===== config.mk =====
export PLATFORM = sky130hd
export DESIGN_NAME = uart_tx_buffer
export DESIGN_NICKNAME = d
export VERILOG_FILES = /design/src/rtl/uart_pkg.sv /design/src/rtl/uart_tx_buffer_fifo.sv /design/src/rtl/uart_tx_buffer.sv
export SDC_FILE = /design/constraint.sdc
export NUM_CORES = 1
export LEC_CHECK = 0
export BUFFER_PORTS_ARGS = -buffer_cell sky130_fd_sc_hd__buf_2
export CORE_ASPECT_RATIO = 0.6
export CORE_MARGIN = 1
export CORE_UTILIZATION = 25
export DETAILED_ROUTE_END_ITERATION = 6
export GPL_TIMING_DRIVEN = 1
export PLACE_DENSITY = 0.39
export SYNTH_ARGS = -nofsm -noshare
export SYNTH_HDL_FRONTEND = slang
export SYNTH_SLANG_ARGS = --single-unit

===== constraint.sdc =====
create_clock -name clk -period 5.7 [get_ports clk]
set_clock_uncertainty 0.2 [all_clocks]
set_input_delay 0.285 -clock clk [delete_from_list [all_inputs] [get_ports clk]]
set_output_delay 0.285 -clock clk [all_outputs]
set_load 0.02 [all_outputs]

===== src/rtl/uart_pkg.sv =====
// Shared types for the host-side UART transmit buffer.
package uart_pkg;

    typedef enum logic [1:0] {
        IDLE    = 2'd0,
        PRESENT = 2'd1,
        DRAIN   = 2'd2
    } tx_buf_state_t;

endpackage


===== src/rtl/uart_tx_buffer_fifo.sv =====
// Synchronous show-ahead FIFO: rd_data always reflects the head entry; rd_en advances it.
module sync_fifo #(
    parameter int WIDTH = 9,
    parameter int DEPTH = 16
) (
    input  logic                     clk,
    input  logic                     reset,
    input  logic                     wr_en,
    input  logic [WIDTH-1:0]         wr_data,
    input  logic                     rd_en,
    output logic [WIDTH-1:0]         rd_data,
    output logic                     full,
    output logic                     empty,
    output logic [$clog2(DEPTH):0]   count
);

    localparam int AW = $clog2(DEPTH);
    localparam logic [AW-1:0] PTR_ONE  = AW'(1);
    localparam logic [AW:0]   CNT_ONE  = (AW+1)'(1);
    localparam logic [AW:0]   CNT_FULL = (AW+1)'(DEPTH);

    logic [WIDTH-1:0] r_mem [DEPTH];
    logic [AW-1:0]    r_wr_ptr;
    logic [AW-1:0]    r_rd_ptr;
    logic [AW:0]      r_count;

    // Storage carries no reset; validity is tracked by the pointers and count.
    always_ff @(posedge clk) begin
        if (wr_en) begin
            r_mem[r_wr_ptr] <= wr_data;
        end
    end

    always_ff @(posedge clk or posedge reset) begin
        if (reset) begin
            r_wr_ptr <= '0;
            r_rd_ptr <= '0;
            r_count  <= '0;
        end else begin
            if (wr_en) begin
                r_wr_ptr <= r_wr_ptr + PTR_ONE;
            end
            if (rd_en) begin
                r_rd_ptr <= r_rd_ptr + PTR_ONE;
            end
            case ({wr_en, rd_en})
                2'b10:   r_count <= r_count + CNT_ONE;
                2'b01:   r_count <= r_count - CNT_ONE;
                default: r_count <= r_count;
            endcase
        end
    end

    assign rd_data = r_mem[r_rd_ptr];
    assign full    = (r_count == CNT_FULL);
    assign empty   = (r_count == '0);
    assign count   = r_count;

endmodule


===== src/rtl/uart_tx_buffer.sv =====
// Host-side transmit buffer: queues bytes and hands them to the UART one at a time,
// paced by the resynchronised UART ready signal.
module uart_tx_buffer
    import uart_pkg::*;
#(
    parameter int WIDTH_SIZE  = 8,
    parameter int DEPTH       = 16,
    parameter int SYNC_STAGES = 2
) (
    input  logic                     clk,
    input  logic                     reset,
    input  logic                     wr_en,
    input  logic [WIDTH_SIZE-1:0]    wr_data,
    input  logic                     wr_err,
    input  logic                     clr_ovf,
    input  logic                     uart_ready,
    output logic                     Tx_valid,
    output logic                     Tx_err,
    output logic [WIDTH_SIZE-1:0]    input_tx,
    output logic                     full,
    output logic                     empty,
    output logic [$clog2(DEPTH):0]   count,
    output logic                     overflow
);

    logic [SYNC_STAGES-1:0] r_sync;
    logic                   w_ready_s;
    tx_buf_state_t          r_state;
    tx_buf_state_t          w_next_state;
    logic                   w_pop;
    logic                   w_wr;
    logic                   w_drop;
    logic [WIDTH_SIZE:0]    w_rd_data;
    logic [WIDTH_SIZE-1:0]  r_data;
    logic                   r_err;
    logic                   r_ovf;

    always_ff @(posedge clk or posedge reset) begin
        if (reset) begin
            r_sync <= '0;
        end else begin
            r_sync <= {r_sync[SYNC_STAGES-2:0], uart_ready};
        end
    end

    assign w_ready_s = r_sync[SYNC_STAGES-1];

    // A pop frees a slot in the same cycle, so a write to a full FIFO is still accepted then.
    assign w_wr   = wr_en && (!full || w_pop);
    assign w_drop = wr_en && full && !w_pop;

    sync_fifo #(
        .WIDTH (WIDTH_SIZE + 1),
        .DEPTH (DEPTH)
    ) u_fifo (
        .clk     (clk),
        .reset   (reset),
        .wr_en   (w_wr),
        .wr_data ({wr_err, wr_data}),
        .rd_en   (w_pop),
        .rd_data (w_rd_data),
        .full    (full),
        .empty   (empty),
        .count   (count)
    );

    always_ff @(posedge clk or posedge reset) begin
        if (reset) begin
            r_state <= IDLE;
        end else begin
            r_state <= w_next_state;
        end
    end

    always_comb begin
        w_next_state = r_state;
        w_pop        = 1'b0;
        case (r_state)
            IDLE: begin
                if (!empty && w_ready_s) begin
                    w_pop        = 1'b1;
                    w_next_state = PRESENT;
                end
            end
            PRESENT: begin
                if (!w_ready_s) begin
                    w_next_state = DRAIN;
                end
            end
            DRAIN: begin
                if (w_ready_s) begin
                    w_next_state = IDLE;
                end
            end
            default: w_next_state = IDLE;
        endcase
    end

    always_ff @(posedge clk or posedge reset) begin
        if (reset) begin
            r_data <= '0;
            r_err  <= 1'b0;
        end else if (w_pop) begin
            r_data <= w_rd_data[WIDTH_SIZE-1:0];
            r_err  <= w_rd_data[WIDTH_SIZE];
        end
    end

    always_ff @(posedge clk or posedge reset) begin
        if (reset) begin
            r_ovf <= 1'b0;
        end else if (w_drop) begin
            r_ovf <= 1'b1;
        end else if (clr_ovf) begin
            r_ovf <= 1'b0;
        end
    end

    assign Tx_valid = (r_state == PRESENT);
    assign Tx_err   = r_err;
    assign input_tx = r_data;
    assign overflow = r_ovf;

endmodule


; Word level (Yosys, flattened, before mapping)
; Memory sizes are Yosys's and may differ from the RTL's. A register that Yosys moved wholly into a read port is not among the register bits.
; Cells that the tools add are included.
[classes]
n_addsub = 4
n_eq_ne = 8
muxes = 11
n_reduce_logical = 13
[op_table]
columns = cell, n
row1 = one-hot mux 5 bit (2 select lines), 1
row2 = adder 4 x 1 -> 4 bit (second input constant), 2
row3 = 2-to-1 mux 1 bit, 6
row4 = 2-to-1 mux 2 bit, 3
row5 = inequality test 2 bit (second input constant), 3
row6 = one-hot mux 2 bit (3 select lines), 1
row7 = adder 5 x 1 -> 5 bit (second input constant), 1
row8 = equality test 5 bit (second input constant), 1
row9 = logical NOT 5 bit, 1
row10 = subtractor 5 x 1 -> 5 bit (second input constant), 1
row11 = equality test 2 x 1 -> 1 bit (second input constant), 2
row12 = equality test 2 bit (second input constant), 2
row13 = logical AND 1 bit, 4
row14 = nonzero test 2 bit, 2
row15 = logical NOT 1 bit, 3
row16 = AND reduction 3 bit, 1
row17 = logical NOT 2 bit, 1
row18 = logical OR 1 bit, 1
[totals]
ff_bits = 18
mem_bits_rw = 144
input_bits = 14
output_inout_bits = 18
wordCells = 43
mem_count = 1
[mem_list]
columns = name, words, width, rd, rd_ports_with_merged_regs, write_ports, line
row1 = u_fifo.r_mem, 16, 9, 1, 1, 1, uart_tx_buffer_fifo.sv:22  ; logic [WIDTH-1:0] r_mem [DEPTH];

; Longest topological paths before layout
; Gate-level depths: netlist (run 1).
[logic_depth]
depth_word = 9
mapped_depth = 8

; Modules after synthesis
; A second synthesis (run 1) with hierarchy kept.
[hier_totals]
hier_cells = 352
hier_area_um2 = 6919.1
[by_module_without_submodules]
columns = module, instances, cells_each, area_per_inst_um2, seq_area_each_um2
row1 = sync_fifo, 1, 317, 6351.1, 4649.5
row2 = uart_tx_buffer, 1, 35, 568.0, 350.3

; Worst setup path after synthesis (run 1)
; Ideal clock, no wire load.
[synth_timing]
path_kind = register -> register
from = register u_fifo.r_count[2], in the netlist u_fifo.count[2]
to = register u_fifo.r_count[4], in the netlist u_fifo.count[4]
setup_ns = 0.083
t_arrival_ns = 2.552
t_required_ns = 5.417
setup_slack_ns = 2.865
path_stages_with_launch = 9
period_less_slack_ns = 2.835
path_cell_list = dfrtp_1 -> nor4_1 -> a21oi_1 -> mux2_2 -> ha_1 -> or4_2 -> nor3_1 -> o21ai_0 -> o21ai_0
[synth_via]
elab_chain_len = 9
word_cells_on_any_way = 15
cone_classes = 2 x add/sub / 3 x eq/ne / 3 x mux / 7 x reduce/logical
[synth_rtl]
columns = element, line
row1 = from (decl), uart_tx_buffer_fifo.sv:25  ; logic [AW:0] r_count;
row2 = from (signal assigned), uart_tx_buffer_fifo.sv:47  ; 2'b10: r_count <= r_count + CNT_ONE;
row3 = from (signal assigned), uart_tx_buffer_fifo.sv:48  ; 2'b01: r_count <= r_count - CNT_ONE;
row4 = from (signal assigned), uart_tx_buffer_fifo.sv:49  ; default: r_count <= r_count;
row5 = logical NOT 5 bit, uart_tx_buffer_fifo.sv:56  ; assign empty = (r_count == '0);
row6 = logical NOT 1 bit, uart_tx_buffer.sv:80  ; if (!empty && w_ready_s) begin
row7 = logical AND 1 bit, uart_tx_buffer.sv:80
row8 = 2-to-1 mux 1 bit, uart_tx_buffer.sv:80
row9 = 2-to-1 mux 1 bit, uart_tx_buffer.sv:78  ; case (r_state)
row10 = logical OR 1 bit, uart_tx_buffer.sv:49  ; assign w_wr = wr_en && (!full || w_pop);
row11 = logical AND 1 bit, uart_tx_buffer.sv:49
row12 = equality test 2 x 1 -> 1 bit / equality test 2 bit (equally long branches), uart_tx_buffer_fifo.sv:46  ; case ({wr_en, rd_en})
row13 = one-hot mux 5 bit (2 select lines) / nonzero test 2 bit (equally long branches), -
; Parallel ways exist; a longest one is shown, timed or not.
; A chain may end at the register's enable or synchronous reset.

; Final worst setup path (run 1)
[layout_timing]
from = register r_state[0]
to = memory u_fifo.r_mem[6][1], enable pin
[layout_via]
elab_chain_len = 6
[layout_rtl]
columns = element, line
row1 = from (decl), uart_tx_buffer.sv:28  ; tx_buf_state_t r_state;
row2 = from (signal assigned), uart_tx_buffer.sv:71  ; r_state <= w_next_state;
row3 = logical NOT 2 bit, uart_tx_buffer.sv:78
row4 = 2-to-1 mux 1 bit, uart_tx_buffer.sv:78
row5 = logical OR 1 bit, uart_tx_buffer.sv:49
row6 = logical AND 1 bit, uart_tx_buffer.sv:49
row7 = 2-to-1 mux 1 bit, uart_tx_buffer_fifo.sv:29  ; if (wr_en) begin
row8 = 2-to-1 mux 1 bit (implied by the code), uart_tx_buffer_fifo.sv:30  ; r_mem[r_wr_ptr] <= wr_data;
row9 = to (decl), uart_tx_buffer_fifo.sv:22
; No other way between the ends.

==> flow_metrics.py, run 1 <==
metrics = {
    "status": {
        "outcome": "finished, final reports clean",
    },
    "sta": {
        "grt_setup_unrepaired": "no",
        "worstMarginPinSlew_ns": 1.210,
        "max_slew_margin_pct": 18.81,
        "hold_viol_final": 0,
        "fin_hold_ws_ns": 0.06900,
        "min_period_over_period_pct": 53.66,
        "fmax_ghz": 0.3270,
        "setup_tns_ns": 0,
        "setup_viol": 0,
        "finalWorstSetupSlack_ns": 2.642,
        "min_period_ns": 3.058,
        "final_max_slew_viol_count": 0,
    },
    "synthesis": {
        "synth_top_area_share_pct": 64.17,
        "ys_seq_elements": 171,
        "synth_xor_area_share_pct": 1.300,
        "synthAdderAreaFrac_pct": 1.114,
        "synthesis.nets": 367,
        "synth-edff-count": 144,
        "yosys-top-cells-area": "edfxtp_1 (64%), mux4_2 (12%), dfrtp_1 (10%)",
        "synth_simple_gate_area_share_pct": 4.215,
        "synth_top_area_cell": "edfxtp_1",
        "yosysUniqueCellTypes": 34,
        "yosysMostFrequentCell": "edfxtp_1",
        "synth_seq_area_share_pct": 74.19,
        "yosys-top-cells-count": "edfxtp_1 (144), mux4_2 (36), dfrtp_1 (27), nand2_1 (22), mux2i_1 (18)",
        "yosys-mux-area-fraction_pct": 15.37,
        "synth_ff_type": "edfxtp_1",
        "ys_warn_count": 0,
        "syn_inst": 347,
        "synth_top_family_by_area": "multiplexers",
        "async_flop_share_pct": 15.79,
        "netlist_area_mm2": 0.006739,
        "synth_compound_area_share_pct": 2.395,
        "syn_area_per_cell_um2": 19.42,
    },
    "clocking": {
        "postCtsResizedCells": 0,
        "clk_pin_slew_ns": 0.06,
        "root_buffer": "clkbuf_16",
        "cts.sinks": 171,
        "clk_latency_ns": 0.43,
        "cts.path.max_buffers": 2,
        "cts_setup_buffers": 0,
        "hold_buffers": 4,
        "cts_tree": "done",
        "cts-htree-levels": 4,
        "cts_made_buffers": 17,
    },
    "finish": {
        "stdcell_area_mm2": 0.007966,
        "fin_nets": 414,
        "syn2layout_area_growth_pct": 18.21,
        "final_core_util_pct": 30.16,
        "diodes": 0,
        "seq_area_mm2": 0.005001,
        "multi_input_area_mm2": 0.001644,
        "fillers": 2582,
        "drive_above_1_share_pct": 26.78,
        "final_cells": 767,
    },
    "setup_path": {
        "cp.required_ns": 5.55,
        "start_kind": "register",
        "worst_path_max_delay_cell": "nor2_1",
        "cp_max_fo": 9,
        "worst_setup_path_end_kind": "register",
        "cp.arrival_ns": 2.91,
        "max_stage_delay_ns": 0.84,
        "crit_type": "register to register",
        "crit_chain": "or3b_2 -> a31oi_2 -> nand2_1 -> nor2_1",
    },
    "power_and_ir_drop": {
        "ir_drop_uv": 202.4,
        "finalPower_mw": 3.992,
        "p_leak_nw": 2.680,
        "p_per_area_mw_per_mm2": 501.1,
    },
    "grt": {
        "first_global_vias": 3438,
        "antenna_found_initial": 0,
        "grt_overflow": 0,
        "grt_usage_pct": 12.85,
        "grt_max_degree": 38,
        "grt_pass1_wl_um": 24290,
    },
    "detailed_routing": {
        "routedWlPerCell_um": 21.50,
        "vias_per_cell": 4.473,
        "wl_um": 16490,
        "ant_nets": 0,
        "drt_first_pass_iters": 5,
        "drc": 0,
        "via_count": 3431,
        "drt-initial-drc-count": 275,
    },
    "floorplan": {
        "rows": 46,
        "initial_utilization_pct": 25.51,
        "die_y_um": 129.2,
        "die_area_mm2": 0.02764,
        "die_x_um": 214.0,
        "ios": 32,
        "core_area_mm2": 0.02642,
    },
    "placement": {
        "dp_hpwl_um": 10760,
        "io_buffers": 31,
        "dp_slack_ns": 2.601,
        "post_dp_cell_area_mm2": 0.007337,
        "place_congestion": 0.7638,
        "dp.cells": 731,
    },
    "run": {
        "maxCapViolCount": 0,
    },
    "worst_hold_path": {
        "min_path_type": "input port to register",
    },
}
-- flip-flops by register name, summed over array words and instances, names as in the netlist --
register and count:
Tx_err 1, u_fifo.r_wr_ptr 4, u_fifo.count 5, r_state 2, u_fifo.r_mem 144, input_tx 8
r_sync 2, u_fifo.r_rd_ptr 4, overflow 1
-- power by group --
group	internal, mW	total, mW	switching (mW)
Combinational	0.468	1.11	0.640
Clock	0.710	1.17	0.459
Sequential	1.55	1.72	0.169
-- area by class of cell --
type	count	share of cell area (%)
Tap cell	360	5.654
Clock buffer	24	5.921
Clock inverter	8	1.476
Sequential cell	171	62.78
Timing Repair Buffer	43	3.204
Inverter	7	0.3298
Multi-Input combinational cell	154	20.64
-- cells in the final DEF, fill, tap and decap left out, types with 2 or more instances in the layout --
| cell type | netlist | routed |
|---|---|---|
| a21oi_1 | 2 | 2 |
| buf_2 | 7 | 31 |
| buf_4 | 1 | 8 |
| bufinv_16 | 0 | 3 |
| clkbuf_1 | 6 | 5 |
| clkbuf_16 | 0 | 17 |
| clkbuf_8 | 0 | 2 |
| clkinv_2 | 0 | 3 |
| dfrtp_1 | 27 | 26 |
| dlygate4sd3_1 | 0 | 4 |
| edfxtp_1 | 144 | 144 |
| ha_1 | 6 | 6 |
| inv_1 | 7 | 7 |
| mux2_2 | 2 | 2 |
| mux2i_1 | 18 | 18 |
| mux4_2 | 36 | 36 |
| nand2_1 | 22 | 22 |
| nand2b_1 | 3 | 3 |
| nand4_1 | 2 | 2 |
| nor2_1 | 16 | 16 |
| nor3_1 | 7 | 7 |
| nor3b_1 | 2 | 2 |
| nor4_1 | 3 | 3 |
| o21ai_0 | 5 | 4 |
| o221ai_1 | 9 | 9 |
| xnor2_1 | 9 | 9 |
-- critical path, delay by kind of cell, from the launching register on --
kind,cells,cell delay (ns)
AO/OA/AOI/OAI,1,0.46
flip-flops,1,0.43
AND/OR/NAND/NOR,3,1.58
-- worst paths after layout --
path | cells past startpoint | startpoint | endpoint | slack (ns)
max | 4 | r_state[0]$_DFFE_PP0P_ | u_fifo.r_mem[6][1]$_DFFE_PP_ | 2.64
max in group asynchronous | 4 | reset | input_tx[0]$_DFFE_PP0N_ | 4.73
min in group asynchronous | 4 | reset | u_fifo.r_rd_ptr[0]$_DFFE_PP0N_ | 0.26
min | 3 | wr_en | u_fifo.count[0]$_DFFE_PP0P_ | 0.07
min reg2reg | 0 | r_sync[0]$_DFF_PP0_ | r_sync[1]$_DFF_PP0_ | 0.15
max reg2reg | 4 | r_state[0]$_DFFE_PP0P_ | u_fifo.r_mem[6][1]$_DFFE_PP_ | 2.64
-- kinds of logic after synthesis --
group / count (synthesis)
adder cells (fa/ha/maj): 6
AO/OA/AOI/OAI: 21
flip-flops: 171
AND/OR/NAND/NOR: 60
buffers and inverters: 22
XOR/XNOR: 10
multiplexers: 57
-- per-layer routing --
| layer | track usage, % | share of wire, % | vias to the layer above |
|---|---|---|---|
| met5 | 0 | 0 | - |
| met2 | 16.27 | 38 | 106 |
| met4 | 4.951 | 1.9 | 0 |
| li1 | - | - | 1482 |
| met1 | 19.74 | 53 | 1824 |
| met3 | 4.155 | 7.0 | 19 |
Note: power is estimated with default switching activity, not from simulation.
==> run 2, diff against run 1 <==
Settings changed: PLACE_DENSITY 0.39 to 0.41.
Clock period 5.7 ns to 2.6 ns, I/O delays scaled along.
==> flow_metrics.py, run 2 (synthesized netlist as in run 1, its figures left out) <==
metrics = {
    "sta": {
        "setup_tns_ns": 0,
        "hold_viol_final": 0,
        "max_slew_margin_pct": 39.93,
        "grt_setup_unrepaired": "no",
        "setup_viol": 0,
        "min_period_ns": 2.464,
        "min_period_over_period_pct": 94.77,
        "final_max_slew_viol_count": 0,
        "fmax_ghz": 0.4059,
        "worstMarginPinSlew_ns": 0.9000,
    },
    "finish": {
        "final_cell_mix": "edfxtp_1 (144), buf_4 (41), mux4_2 (36)",
        "fin_nets": 460,
        "regMostFlops": "u_fifo.r_mem",
        "multi_input_area_mm2": 0.001719,
        "fillers": 2584,
        "diodes": 0,
        "drive_above_1_share_pct": 34.96,
        "final_common_cell": "edfxtp_1",
        "largest_register_ffs": 144,
        "seq_area_mm2": 0.005001,
        "syn2layout_area_growth_pct": 24.93,
    },
    "power_and_ir_drop": {
        "p_per_area_mw_per_mm2": 1049,
        "comb_power_share_pct": 31.5,
        "p_sw_share_pct": 31.75,
        "p_sw_mw": 2.805,
        "p_clk_share_pct": 27.8,
        "ir_drop_uv": 586.2,
        "p_int_mw": 6.031,
        "finalPower_mw": 8.836,
        "pwr-share-seq_pct": 40.7,
        "p_leak_nw": 2.907,
    },
    "grt": {
        "antenna_found_initial": 0,
        "grt_overflow": 0,
        "grt_pass1_wl_um": 23480,
        "grt_usage_pct": 12.03,
        "grt_max_degree": 40,
        "first_global_vias": 3468,
    },
    "floorplan": {
        "die_area_mm2": 0.02764,
        "initial_utilization_pct": 25.51,
        "rows": 46,
        "ios": 32,
        "die_x_um": 214.0,
        "core_area_mm2": 0.02642,
        "die_y_um": 129.2,
    },
    "clocking": {
        "cts-htree-levels": 4,
        "clk_latency_ns": 0.43,
        "cts.sinks": 171,
        "root_buffer": "clkbuf_16",
        "clk_pin_slew_ns": 0.06,
        "cts.path.max_buffers": 2,
        "cts_tree": "done",
        "cts_made_buffers": 17,
    },
    "setup_path": {
        "timing.rr.end": "u_fifo.r_mem[4][1]$_DFFE_PP_",
        "rr_startpoint": "r_state[0]$_DFFE_PP0P_",
        "worst_setup_path_end_kind": "register",
        "r2r_setup_slack_ns": 0.14,
        "cp_max_fo": 9,
        "worst_path_max_delay_cell": "or3b_2",
        "startpoint": "r_state[0]$_DFFE_PP0P_",
        "crit_end": "u_fifo.r_mem[4][1]$_DFFE_PP_",
        "start_kind": "register",
        "r2r_cells": 6,
        "cp.arrival_ns": 2.38,
        "cp.required_ns": 2.52,
        "crit_chain": "buf_4 -> or3b_2 -> a31oi_4 -> nand2_1 -> nor2_1 -> buf_4",
        "crit_type": "register to register",
        "cpMostUsedCell": "buf_4",
        "max_stage_delay_ns": 0.53,
    },
    "placement": {
        "dp_hpwl_um": 10240,
        "io_buffers": 31,
        "place_congestion": 0.8000,
    },
    "detailed_routing": {
        "drt_first_pass_iters": 4,
        "routedWlPerCell_um": 19.46,
        "drc": 0,
        "via_count": 3552,
        "ant_nets": 0,
        "drt-initial-drc-count": 255,
        "vias_per_cell": 4.374,
        "wl_um": 15810,
    },
    "run": {
        "maxCapViolCount": 0,
    },
    "status": {
        "outcome": "finished, final reports clean",
    },
    "worst_hold_path": {
        "min_path_type": "input port to register",
    },
}
==> run 2: changes by cell type in the layout (fill, tap and decap cells not counted), sizes merged <==
cell	change
clkbuf	-4
inv	+1
dlygate4sd3	+10
buf	+36
clkinvlp	+3
bufinv	-1
==> run 2: repair_timing <==
item | in CTS | in global routing
setup endpoints to repair | 42 | 46
hold buffers | 14 | 0
endpoints found under the hold margin | 166 | 0
buffers inserted | 0 | 1
gates resized for setup | 1 | 11
pin swaps | 0 | 1
==> run 2: through the flow <==
step                utilization (%)  cells  hold WS [ns]  instance area [um^2]  worst slack (ns)
finish                        31.87    812        0.1450                  8419            0.1361
global route                  31.87    812        0.1546                  8419           0.02763
CTS                           31.69    811        0.1296                  8372           0.06195
detailed placement            29.01    766       0.05134                  7664          -0.03212
global placement              29.01    766       0.04455                  7664          -0.03712
floorplan                         -    347      -0.03857                  6765          -0.08578
==> run 2: cell type report <==
cell class                      instances  share of cell area (%)
Sequential cell                       171                   59.40
Tap cell                              360                   5.350
Inverter                                7                  0.3121
Clock inverter                         11                   1.456
Multi-Input combinational cell        154                   20.42
Timing Repair Buffer                   89                   7.876
Clock buffer                           20                   5.187
==> run 2: routing by layer <==
metal / global-route usage (%) / wire length, um
met5: 0 / 0
met4: 4.697 / 110
met3: 3.099 / 1182
met2: 15.68 / 6462
met1: 18.61 / 8050
==> run 2: how the worst min path moves through the flow <==
stage | startpoint | slack, ns | depth (start not counted) | to
6_report | uart_ready | 0.14 | 2 | r_sync[0]$_DFF_PP0_
5_1_grt | uart_ready | 0.15 | 2 | r_sync[0]$_DFF_PP0_
4_1_cts | uart_ready | 0.13 | 2 | r_sync[0]$_DFF_PP0_
3_5_place_dp | uart_ready | 0.05 | 1 | r_sync[0]$_DFF_PP0_
3_3_place_gp | uart_ready | 0.04 | 1 | r_sync[0]$_DFF_PP0_
2_1_floorplan | uart_ready | -0.04 | 0 | r_sync[0]$_DFF_PP0_
==> run 2: critical path, delay by kind of cell (launching register included) <==
family	cells	cell delay, ns
buf+inv	2	0.40
simple gates	3	0.90
flops	1	0.38
compound gates	1	0.27
==> run 2: power by group through the flow <==
stage | clock network (mW) | logic [mW] | registers (mW)
after detailed placement | 0 | 2.77 | 3.64
final | 2.46 | 2.78 | 3.59
after floorplan | 0 | 1.64 | 3.75
after global placement | 0 | 2.78 | 3.63
after global routing | 2.60 | 3.02 | 3.64
after CTS | 2.53 | 2.81 | 3.59
==> run 3, diff against run 2 <==
Settings changed: RECOVER_POWER set to 25.
==> flow_metrics.py, run 3 (synthesized netlist as in run 1, its figures left out) <==
metrics = {
    "status": {
        "outcome": "finished, final reports clean",
    },
    "sta": {
        "hold_viol_final": 0,
        "setup_viol": 0,
        "fin_hold_ws_ns": 0.1430,
        "max_slew_margin_pct": 39.22,
        "min_period_ns": 2.464,
        "grt_setup_unrepaired": "no",
        "final_max_slew_viol_count": 0,
        "fmax_ghz": 0.4058,
        "worstMarginPinSlew_ns": 0.9108,
        "finalWorstSetupSlack_ns": 0.1359,
        "min_period_over_period_pct": 94.77,
    },
    "finish": {
        "final_cells": 812,
        "fin_nets": 460,
        "regMostFlops": "u_fifo.r_mem",
        "diodes": 0,
        "final_common_cell": "edfxtp_1",
        "fillers": 2585,
        "multi_input_area_mm2": 0.001719,
        "seq_area_mm2": 0.005001,
        "largest_register_ffs": 144,
        "syn2layout_area_growth_pct": 24.81,
        "drive_above_1_share_pct": 33.41,
        "final_cell_mix": "edfxtp_1 (144), buf_4 (41), mux4_2 (36)",
    },
    "detailed_routing": {
        "ant_nets": 0,
        "routedWlPerCell_um": 19.46,
        "drt_first_pass_iters": 5,
        "vias_per_cell": 4.387,
        "drc": 0,
        "wl_um": 15800,
        "drt-initial-drc-count": 250,
        "via_count": 3562,
    },
    "setup_path": {
        "crit_end": "u_fifo.r_mem[4][6]$_DFFE_PP_",
        "cp_max_fo": 9,
        "crit_type": "register to register",
        "timing.rr.end": "u_fifo.r_mem[4][6]$_DFFE_PP_",
        "start_kind": "register",
        "startpoint": "r_state[0]$_DFFE_PP0P_",
        "rr_startpoint": "r_state[0]$_DFFE_PP0P_",
        "r2r_cells": 6,
        "cp.arrival_ns": 2.39,
        "r2r_setup_slack_ns": 0.14,
        "cp.required_ns": 2.53,
        "worst_setup_path_end_kind": "register",
    },
    "worst_hold_path": {
        "min_path_type": "input port to register",
    },
    "grt": {
        "antenna_found_initial": 0,
        "grt_usage_pct": 12.03,
        "first_global_vias": 3468,
        "grt_pass1_wl_um": 23480,
        "grt_overflow": 0,
        "grt_max_degree": 40,
    },
    "placement": {
        "io_buffers": 31,
        "dp_hpwl_um": 10240,
        "dp_slack_ns": -0.03212,
        "dp.cells": 766,
        "place_congestion": 0.8000,
    },
    "floorplan": {
        "initial_utilization_pct": 25.51,
        "core_area_mm2": 0.02642,
        "rows": 46,
        "ios": 32,
        "die_x_um": 214.0,
        "die_area_mm2": 0.02764,
        "die_y_um": 129.2,
    },
    "clocking": {
        "cts.path.max_buffers": 2,
        "cts.sinks": 171,
        "cts_tree": "done",
        "cts_made_buffers": 17,
        "clk_pin_slew_ns": 0.06,
        "clk_latency_ns": 0.43,
        "cts-htree-levels": 4,
        "root_buffer": "clkbuf_16",
    },
    "power_and_ir_drop": {
        "p_leak_nw": 2.888,
        "ir_drop_uv": 589.3,
        "p_per_area_mw_per_mm2": 1051,
    },
    "run": {
        "maxCapViolCount": 0,
    },
}
[run 3: cell count changes in the layout (fill, tap and decap cells not counted)]
cell and delta:
buf_2 -7, clkbuf_1 +7
[run 3: area by class of cell]
class,instances,area share [%]
Inverter,7,0.3124
Multi-Input combinational cell,154,20.44
Tap cell,360,5.356
Clock buffer,20,5.192
Sequential cell,171,59.46
Clock inverter,11,1.458
Timing Repair Buffer,89,7.780
[run 3: repair_timing]
item                                    CTS  global route
hold buffers                             14             0
hold endpoints to repair                166             0
cloned                                    0             0
pin swaps                                 0             1
gates resized for setup                   1            11
endpoints found under the setup margin   42            46
buffers inserted                          0             1
[run 3: power breakdown]
group	switching (mW)	internal (mW)	total, mW	leakage [nW]
logic	1.55	1.23	2.78	0.995
registers	0.206	3.39	3.60	1.63
clock network	1.05	1.41	2.46	0.264
[run 3: worst min-delay path by stage]
stage	from	end	slack, ns	cells after the start
after CTS	uart_ready	r_sync[0]$_DFF_PP0_	0.13	2
after global routing	uart_ready	r_sync[0]$_DFF_PP0_	0.15	2
after floorplan	uart_ready	r_sync[0]$_DFF_PP0_	-0.04	0
after detailed placement	uart_ready	r_sync[0]$_DFF_PP0_	0.05	1
final	uart_ready	r_sync[0]$_DFF_PP0_	0.14	2
after global placement	uart_ready	r_sync[0]$_DFF_PP0_	0.04	1
[run 3: per-layer routing]
layer	track usage [%]	share of wire (%)	vias to the layer above	wire, um
met5	0	0	-	0
li1	-	-	1583	-
met3	3.099	4.6	13	733
met4	4.697	1.2	0	192
met1	18.61	54	1868	8502
met2	15.68	40	98	6372
[run 3: critical path, cell delays in order, from the launching register on]
cell and delay, ns:
dfrtp_1 0.38, buf_4 0.15, or3b_2 0.53, a31oi_4 0.27, nand2_1 0.20, nor2_1 0.17, buf_4 0.25
[run 3: stage by stage]
| step | power (mW) | util (%) | cell area, um^2 | TNS [ns] |
|---|---|---|---|---|
| after floorplan | 5.385 | - | 6765 | -0.08578 |
| after global placement | 6.410 | 29.01 | 7664 | -0.7455 |
| after detailed placement | 6.417 | 29.01 | 7664 | -0.5351 |
| after CTS | 8.919 | 31.69 | 8372 | 0 |
| after global routing | 9.257 | 31.84 | 8411 | 0 |
| final | 8.837 | 31.84 | 8411 | 0 |
